--- src/rtl/demux_pkg.sv ---
// Shared constants and types for the registered 1-to-16 demultiplexer.
// The same package is used by the build with or without DEMUX_OVERWRITE_EN.
package demux_pkg;
   localparam int WIDTH    = 8;
   localparam int CHANNELS = 16;
   localparam int SEL_W    = 4;

   typedef logic [SEL_W-1:0] chan_idx_t;
   typedef logic [WIDTH-1:0] word_t;

   localparam logic [7:0] OVERRUN_MAX = 8'hFF;
endpackage

--- src/rtl/demux_slot.sv ---
// One channel holding register plus its valid flag.
// DEMUX_OVERWRITE_EN: when defined, the overrun output flags a load into an occupied, unacked slot.
module demux_slot
   import demux_pkg::*;
(
   input  logic  clk,
   input  logic  rst_n,
   input  logic  load,
   input  logic  ack,
   input  word_t data,
   output word_t q,
   output logic  valid,
   output logic  overrun
);

   // A load in the same cycle as an ack wins and keeps valid set.
   always_ff @(posedge clk or negedge rst_n) begin
      if (!rst_n) begin
         q     <= '0;
         valid <= 1'b0;
      end else if (load) begin
         q     <= data;
         valid <= 1'b1;
      end else if (ack && valid) begin
         valid <= 1'b0;
      end
   end

`ifdef DEMUX_OVERWRITE_EN
   assign overrun = load && valid && !ack;
`else
   assign overrun = 1'b0;
`endif

endmodule

--- src/rtl/demux_1_to_16_reg.sv ---
// Registered 1-to-16 demultiplexer: explicit or round-robin destination, per-channel valid/ack.
// DEMUX_OVERWRITE_EN: when defined, in_ready is always 1 and overwrites are counted in overrun_cnt.
module demux_1_to_16_reg
   import demux_pkg::*;
(
   input  logic                      clk,
   input  logic                      rst_n,
   input  logic                      in_valid,
   output logic                      in_ready,
   input  logic [WIDTH-1:0]          data_in,
   input  logic [SEL_W-1:0]          sel,
   input  logic                      auto_inc,
   output logic [CHANNELS*WIDTH-1:0] q,
   output logic [CHANNELS-1:0]       q_valid,
   input  logic [CHANNELS-1:0]       q_ack,
   output logic [SEL_W-1:0]          ptr,
   output logic [7:0]                overrun_cnt
);

   chan_idx_t           dest;
   logic                accept;
   logic [CHANNELS-1:0] load;
   logic [CHANNELS-1:0] overrun;

   assign dest = auto_inc ? ptr : sel;

`ifdef DEMUX_OVERWRITE_EN
   assign in_ready = 1'b1;
`else
   assign in_ready = !q_valid[dest] || q_ack[dest];
`endif

   assign accept = in_valid && in_ready;

   always_comb begin
      load = '0;
      if (accept) load[dest] = 1'b1;
   end

   for (genvar k = 0; k < CHANNELS; k++) begin : g_slot
      demux_slot u_slot (
         .clk     (clk),
         .rst_n   (rst_n),
         .load    (load[k]),
         .ack     (q_ack[k]),
         .data    (data_in),
         .q       (q[k*WIDTH +: WIDTH]),
         .valid   (q_valid[k]),
         .overrun (overrun[k])
      );
   end

   // 4-bit pointer wraps 15 -> 0 naturally.
   always_ff @(posedge clk or negedge rst_n) begin
      if (!rst_n) begin
         ptr <= '0;
      end else if (accept && auto_inc) begin
         ptr <= ptr + 4'd1;
      end
   end

   // Only one slot can load per cycle, so at most one overrun pulse is present.
   always_ff @(posedge clk or negedge rst_n) begin
      if (!rst_n) begin
         overrun_cnt <= '0;
      end else if ((|overrun) && (overrun_cnt != OVERRUN_MAX)) begin
         overrun_cnt <= overrun_cnt + 8'd1;
      end
   end

endmodule
--- config.mk ---
export PLATFORM = sky130hd
export DESIGN_NAME = demux_1_to_16_reg
export DESIGN_NICKNAME = d
export VERILOG_FILES = /design/src/rtl/demux_pkg.sv /design/src/rtl/demux_slot.sv /design/src/rtl/demux_1_to_16_reg.sv
export SDC_FILE = /design/constraint.sdc
export NUM_CORES = 1
export LEC_CHECK = 0
export CAP_MARGIN = 15
export CORE_MARGIN = 2
export CORE_UTILIZATION = 48
export CTS_CLUSTER_SIZE = 25
export DETAILED_ROUTE_END_ITERATION = 8
export GPL_TIMING_DRIVEN = 0
export PLACE_DENSITY = 0.88
export SLEW_MARGIN = 20
export SYNTH_ARGS = -nofsm -noshare
export SYNTH_HDL_FRONTEND = slang
export SYNTH_SLANG_ARGS = --single-unit
--- constraint.sdc ---
create_clock -name clk -period 3.4 [get_ports clk]
set_input_delay 0.68 -clock clk [delete_from_list [all_inputs] [get_ports clk]]
set_output_delay 0.68 -clock clk [all_outputs]
set_load 0.03 [all_outputs]
# ---- Yosys cells after proc, flatten, opt, wreduce, memory -nomap -nowiden
# Index checks and enable logic that the tools add are counted.
dict set report totals {
  ff_bits 148
  in_bits 32
  out_inout_bits 157
  elab_cells 113
}
dict set report op_classes {
  add_sub_neg 1
  n_lt_le_gt_ge 2
  muxes 40
  reduce_logical 37
}
# cell count
set op_table {}
lappend op_table {{$mux 1} 35}
lappend op_table {{$reduce_bool 2->1} 16}
lappend op_table {{$logic_and 1x1->1} 19}
lappend op_table {{$mux 16} 1}
lappend op_table {{$bmux 1 s4} 2}
lappend op_table {{$lt 4x5->1 const B} 1}
lappend op_table {{$add 4x1->4 const B} 1}
lappend op_table {{$demux 1 s4} 1}
lappend op_table {{$ge 4x1->1 const B} 1}
lappend op_table {{$mux 4} 1}
lappend op_table {{$logic_not 1->1} 1}
lappend op_table {{$logic_or 1x1->1} 1}

# ---- Logic depth before layout (Yosys ltp)
dict set report depth {
  depth_word 8
  mapped_depth 9
  depth_no_buf 6
}

# ---- Hierarchy
# Synthesis repeated with hierarchy kept, for this count alone.
dict set report hier_totals {
  cells_unflattened 506
  area_unflattened_um2 7414.6
}
# module n_inst cells_per_inst area_per_inst_um2 seq_area_each_um2
set modules_own_cells {}
lappend modules_own_cells {demux_slot 16 22 380.4 225.2}
lappend modules_own_cells {demux_1_to_16_reg 1 154 1328.8 300.3}

# ---- Worst setup path before layout
# Ideal clock, no wire load.
dict set report synth_timing {
  path_type {input to output}
  from {in sel[1]}
  to {out in_ready}
  arrival_ns 2.419
  required_time_ns 2.720
  slack_ns 0.301
  stages 6
  path_buffers 1
  cell_sequence {mux2_1 -> a221o_1 -> a221o_1 -> a211oi_4 -> buf_6 -> a21o_2}
}
dict set report synth_via {
  elab_chain_cells 5
  elab_cells_between_ends 7
  classes_between {5 x mux; 2 x reduce/logical}
}
# item line
set synth_lines {}
lappend synth_lines {{start, declared} demux_1_to_16_reg.sv:11} ;# input logic [SEL_W-1:0] sel,
lappend synth_lines {{$mux 4 *} demux_1_to_16_reg.sv:25} ;# assign dest = auto_inc ? ptr : sel;
lappend synth_lines {{$bmux 1 s4} demux_1_to_16_reg.sv:30} ;# assign in_ready = !q_valid[dest] || q_ack[dest];
lappend synth_lines {{$mux 1 (not written as such)} demux_1_to_16_reg.sv:30}
lappend synth_lines {{$logic_not 1->1} demux_1_to_16_reg.sv:30}
lappend synth_lines {{$logic_or 1x1->1 *} demux_1_to_16_reg.sv:30}
lappend synth_lines {{end, declared} demux_1_to_16_reg.sv:9} ;# output logic in_ready,
# Mark *: on every way between the ends. The rest lies on a longest branch, timed or not. The select of a mux whose other input is x is not followed.

# ---- Worst setup path after layout
dict set report layout_timing {
  from {reg ptr[0]}
  to {out in_ready}
}
dict set report layout_via {
  elab_chain_cells 5
  elab_cells_between_ends 7
  classes_between {5 x mux; 2 x reduce/logical}
}
# item line
set layout_lines {}
lappend layout_lines {{start, declared} demux_1_to_16_reg.sv:16} ;# output logic [SEL_W-1:0] ptr,
lappend layout_lines {{start signal, assigned} demux_1_to_16_reg.sv:58} ;# ptr <= ptr + 4'd1;
lappend layout_lines {{$mux 4 *} demux_1_to_16_reg.sv:25}
lappend layout_lines {{$bmux 1 s4} demux_1_to_16_reg.sv:30}
lappend layout_lines {{$mux 1 (not written as such)} demux_1_to_16_reg.sv:30}
lappend layout_lines {{$logic_not 1->1} demux_1_to_16_reg.sv:30}
lappend layout_lines {{$logic_or 1x1->1 *} demux_1_to_16_reg.sv:30}
# Marked as above.

==> summary.md <==
| Metric | Value |
|---|---|
| Antenna Cells | `0` |
| Hold crit path type | `in2async` |
| Post-Synth XOR/XNOR Area | `0.00407` |
| Nets | `about 690` |
| CP max stage delay | `between 0.4 and 0.5 ns` |
| Cts bufs inserted | `17` |
| Max-cap violations | `0` |
| Fmax | `between 0.3 and 0.4 GHz` |
| Antenna violations before repair | `0` |
| DRC Markers | `0` |
| Distinct cell type count after synthesis | `44` |
| Clock skew | `0.0106 ns` |
| Worst slew margin | `0.557` |
| Crit-path slowest cell | `mux4_2` |
| Mux cell area share after synthesis | `0.261` |
| Initial core utilization | `0.490` |
| Final setup violation count | `0` |
| Die Y | `~120 um` |
| Vias | `roughly 4500` |
| Ys async rst share | `1.00` |
| Post-DR vias/cell | `5.30` |
| Cells after synthesis | `about 440` |
| Register area | `0.00370 sq mm` |
| Worst path required time | `around 2.7 ns` |
| Finished Cell Area | `~0.0092 sq mm` |
| Core area | `~0.013 sq mm` |
| Crit path capture type | `output port` |
| Setup crit start kind | `flop` |
| Layout Utilization | `0.699` |
| CP arrival | `2.56 ns` |
| Share of cells above drive strength 1 | `0.338` |
| FF-to-FF setup slack | `0.36 ns` |
| Routed Antenna Nets | `0` |
| Root cell of the clock tree | `clkbuf_16` |
| Post-synth top cells | `148 x dfrtp_1, 119 x mux2_2, 24 x buf_4` |
| YS warnings | `0` |
| Largest net degree at the start of global routing | `between 90 and 100` |
| Synth top area cells | `dfrtp_1 57%, mux2_2 21%, o2111ai_4 2.8%` |
| Simple-gate area share of the yosys netlist | `0.0281` |
| Avg Cell Area, Syn | `14.6 sq um` |
| Sequential cell area fraction in the yosys report | `0.573` |
| Die W | `around 120 um` |
| Leak | `between 4 and 5 nW` |
| Crit path max fanout | `7` |
| Bufs on Longest Clock Path | `2` |
| Die area | `approximately 0.014 sq mm` |
| DR pass1 iterations | `5` |
| Total track usage | `0.244` |
| Vias in the first global route | `between 4000 and 5000` |
| Post-synth EDFFs | `0` |
| Multi-input gate area | `0.00245 sq mm` |
| Yosys reg bits | `between 100 and 150` |
| Final count of hold timing violations | `0` |
| Post-synth top area share | `0.573` |
| Fin crit share | `0.954` |
| Area leader, netlist | `dfrtp_1` |
| Gr ovfl total | `0` |
| Worst Path Buf+Inv | `3` |
| First-pass GRT wire length | `roughly 27000 um` |
| HPWL Detailed | `approximately 12000 um` |
| Worst VDD drop | `roughly 0.0007 V` |
| CTS tree | `yes` |
| Crit path max-delay family | `multiplexers` |
| Largest family of logic cells by synthesized area | `multiplexers` |
| Crit path cell chain | `buf_6 > mux2_4 > buf_12 > mux4_2 > a22oi_2 > nand2_2 > a21o_2 > buf_6` |
| Ys flop type | `dfrtp_1` |
| Clock slew at reported path FFs | `roughly 0.06 ns` |
| # rows | `42` |
| Worst-margin pin slew | `0.658 ns` |
| IO Pins | `189` |
| Min Tclk post-route | `approximately 3.2 ns` |
| Wire per inst | `between 20 and 25 um` |
| Final setup margin | `about 0.16 ns` |
| Area post-placement | `roughly 0.0085 sq mm` |
| Final WL | `approximately 17000 um` |
| Clock Latency Late Sink | `approximately 0.42 ns` |
| Status | `complete, no violations` |
| Post-Synth Adder-Cell Area | `0.00194` |
| Crit Path Category | `reg2out` |
| FILL cells | `between 900 and 1000` |
| Initial DRC count | `~300` |
| Count leader, synth | `dfrtp_1` |
| Mapped Area | `around 0.0065 sq mm` |
| Final GP Congestion | `between 0.9 and 1` |
| Num Clock Sinks | `about 150` |
| Dpl ws | `-1.03 ns` |
| Compound-Gate Fraction of Synth Area | `0.0769` |
| Slew Limit Fails | `0` |
| Layout area overhead | `42.7%` |
| RSZ-0062 raised after global routing | `no` |
| H-Tree Depth | `4` |
| Most frequent CP cell | `buf_6` |
| Port bufs | `180` |
| Pwr dens | `roughly 1100 mW/mm^2` |
==> metrics by stage <==
stage	hold slack [ns]	power [mW]	setup TNS [ns]	std cells
after detailed placement	0.485	7.90	-47.19	806
final	0.170	9.87	0	844
after global routing	0.190	10.3	0	844
after CTS	0.179	9.90	0	842
after floorplan	0.384	5.79	0	449
after global placement	0.477	7.75	-621.48	805
==> registers in the layout, indices dropped and copies added, names as in the netlist <==
name / cells
g_slot.u_slot.q: 128
g_slot.u_slot.valid: 16
ptr: 4
==> metal layers <==
layer	vias to the layer above	track usage	wire length, um
li1	1980	-	-
met1	2285	0.289	6710
met2	175	0.419	8780
met3	30	0.0760	1180
met4	0	0.0890	347
met5	-	0	0
==> power by group <==
part,internal (mW),switching (mW),total [mW]
registers,2.56,0.479,3.03
clock network,1.17,0.728,1.90
logic,2.22,2.71,4.93
total,5.95,3.92,9.87
==> layout by cell type, fill, tap and decap left out, types with 6 or more instances in the layout <==
cell type	synthesis	routed
buf_4	24	32
clkbuf_1	12	12
clkbuf_16	0	18
clkdlybuf4s50_1	0	175
conb_1	1	8
dfrtp_1	148	148
inv_1	17	17
mux2_2	119	119
mux2_4	9	9
mux2i_1	7	6
nand2_1	13	13
o2111ai_4	7	7
o21ai_0	20	20
==> path summary, 6_finish.rpt <==
| check | from | to | cells after the start |
|---|---|---|---|
| max | ptr[0] | in_ready | 8 |
| min | rst_n | g_slot[15].u_slot.valid | 1 |
| max reg2reg | ptr[0] | g_slot[0].u_slot.q[4] | 9 |
| min reg2reg | g_slot[3].u_slot.q[6] | g_slot[3].u_slot.q[6] | 1 |
| max in group asynchronous | rst_n | g_slot[7].u_slot.q[0] | 2 |
| min in group clk | g_slot[3].u_slot.q[6] | g_slot[3].u_slot.q[6] | 1 |
==> repair_timing <==
item | CTS | global route
resized for setup | 17 | 9
setup buffers | 6 | 2
endpoints found under the setup margin | 1 | 1
pin swaps | 4 | 2
hold buffers | 0 | 0
cloned | 0 | 1
==> final cells by class <==
| type | instances | share of cell area |
|---|---|---|
| sequential | 148 | 0.402 |
| inverter | 17 | 0.00692 |
| clock buffer | 20 | 0.0484 |
| tap | 176 | 0.0239 |
| timing repair buffer | 190 | 0.207 |
| clock inverter | 12 | 0.0167 |
| buffer | 40 | 0.0299 |
| multi-input combinational | 241 | 0.265 |
==> cells by family after synthesis <==
group	after synthesis
other	1
DFF	148
and+or+nand+nor	35
xor gates and xnor gates	3
muxes	143
AOI/OAI and AO/OA	51
buffers and inverters	60
adders and majority gates	1
No activity file was read; power rests on OpenSTA's default activity.
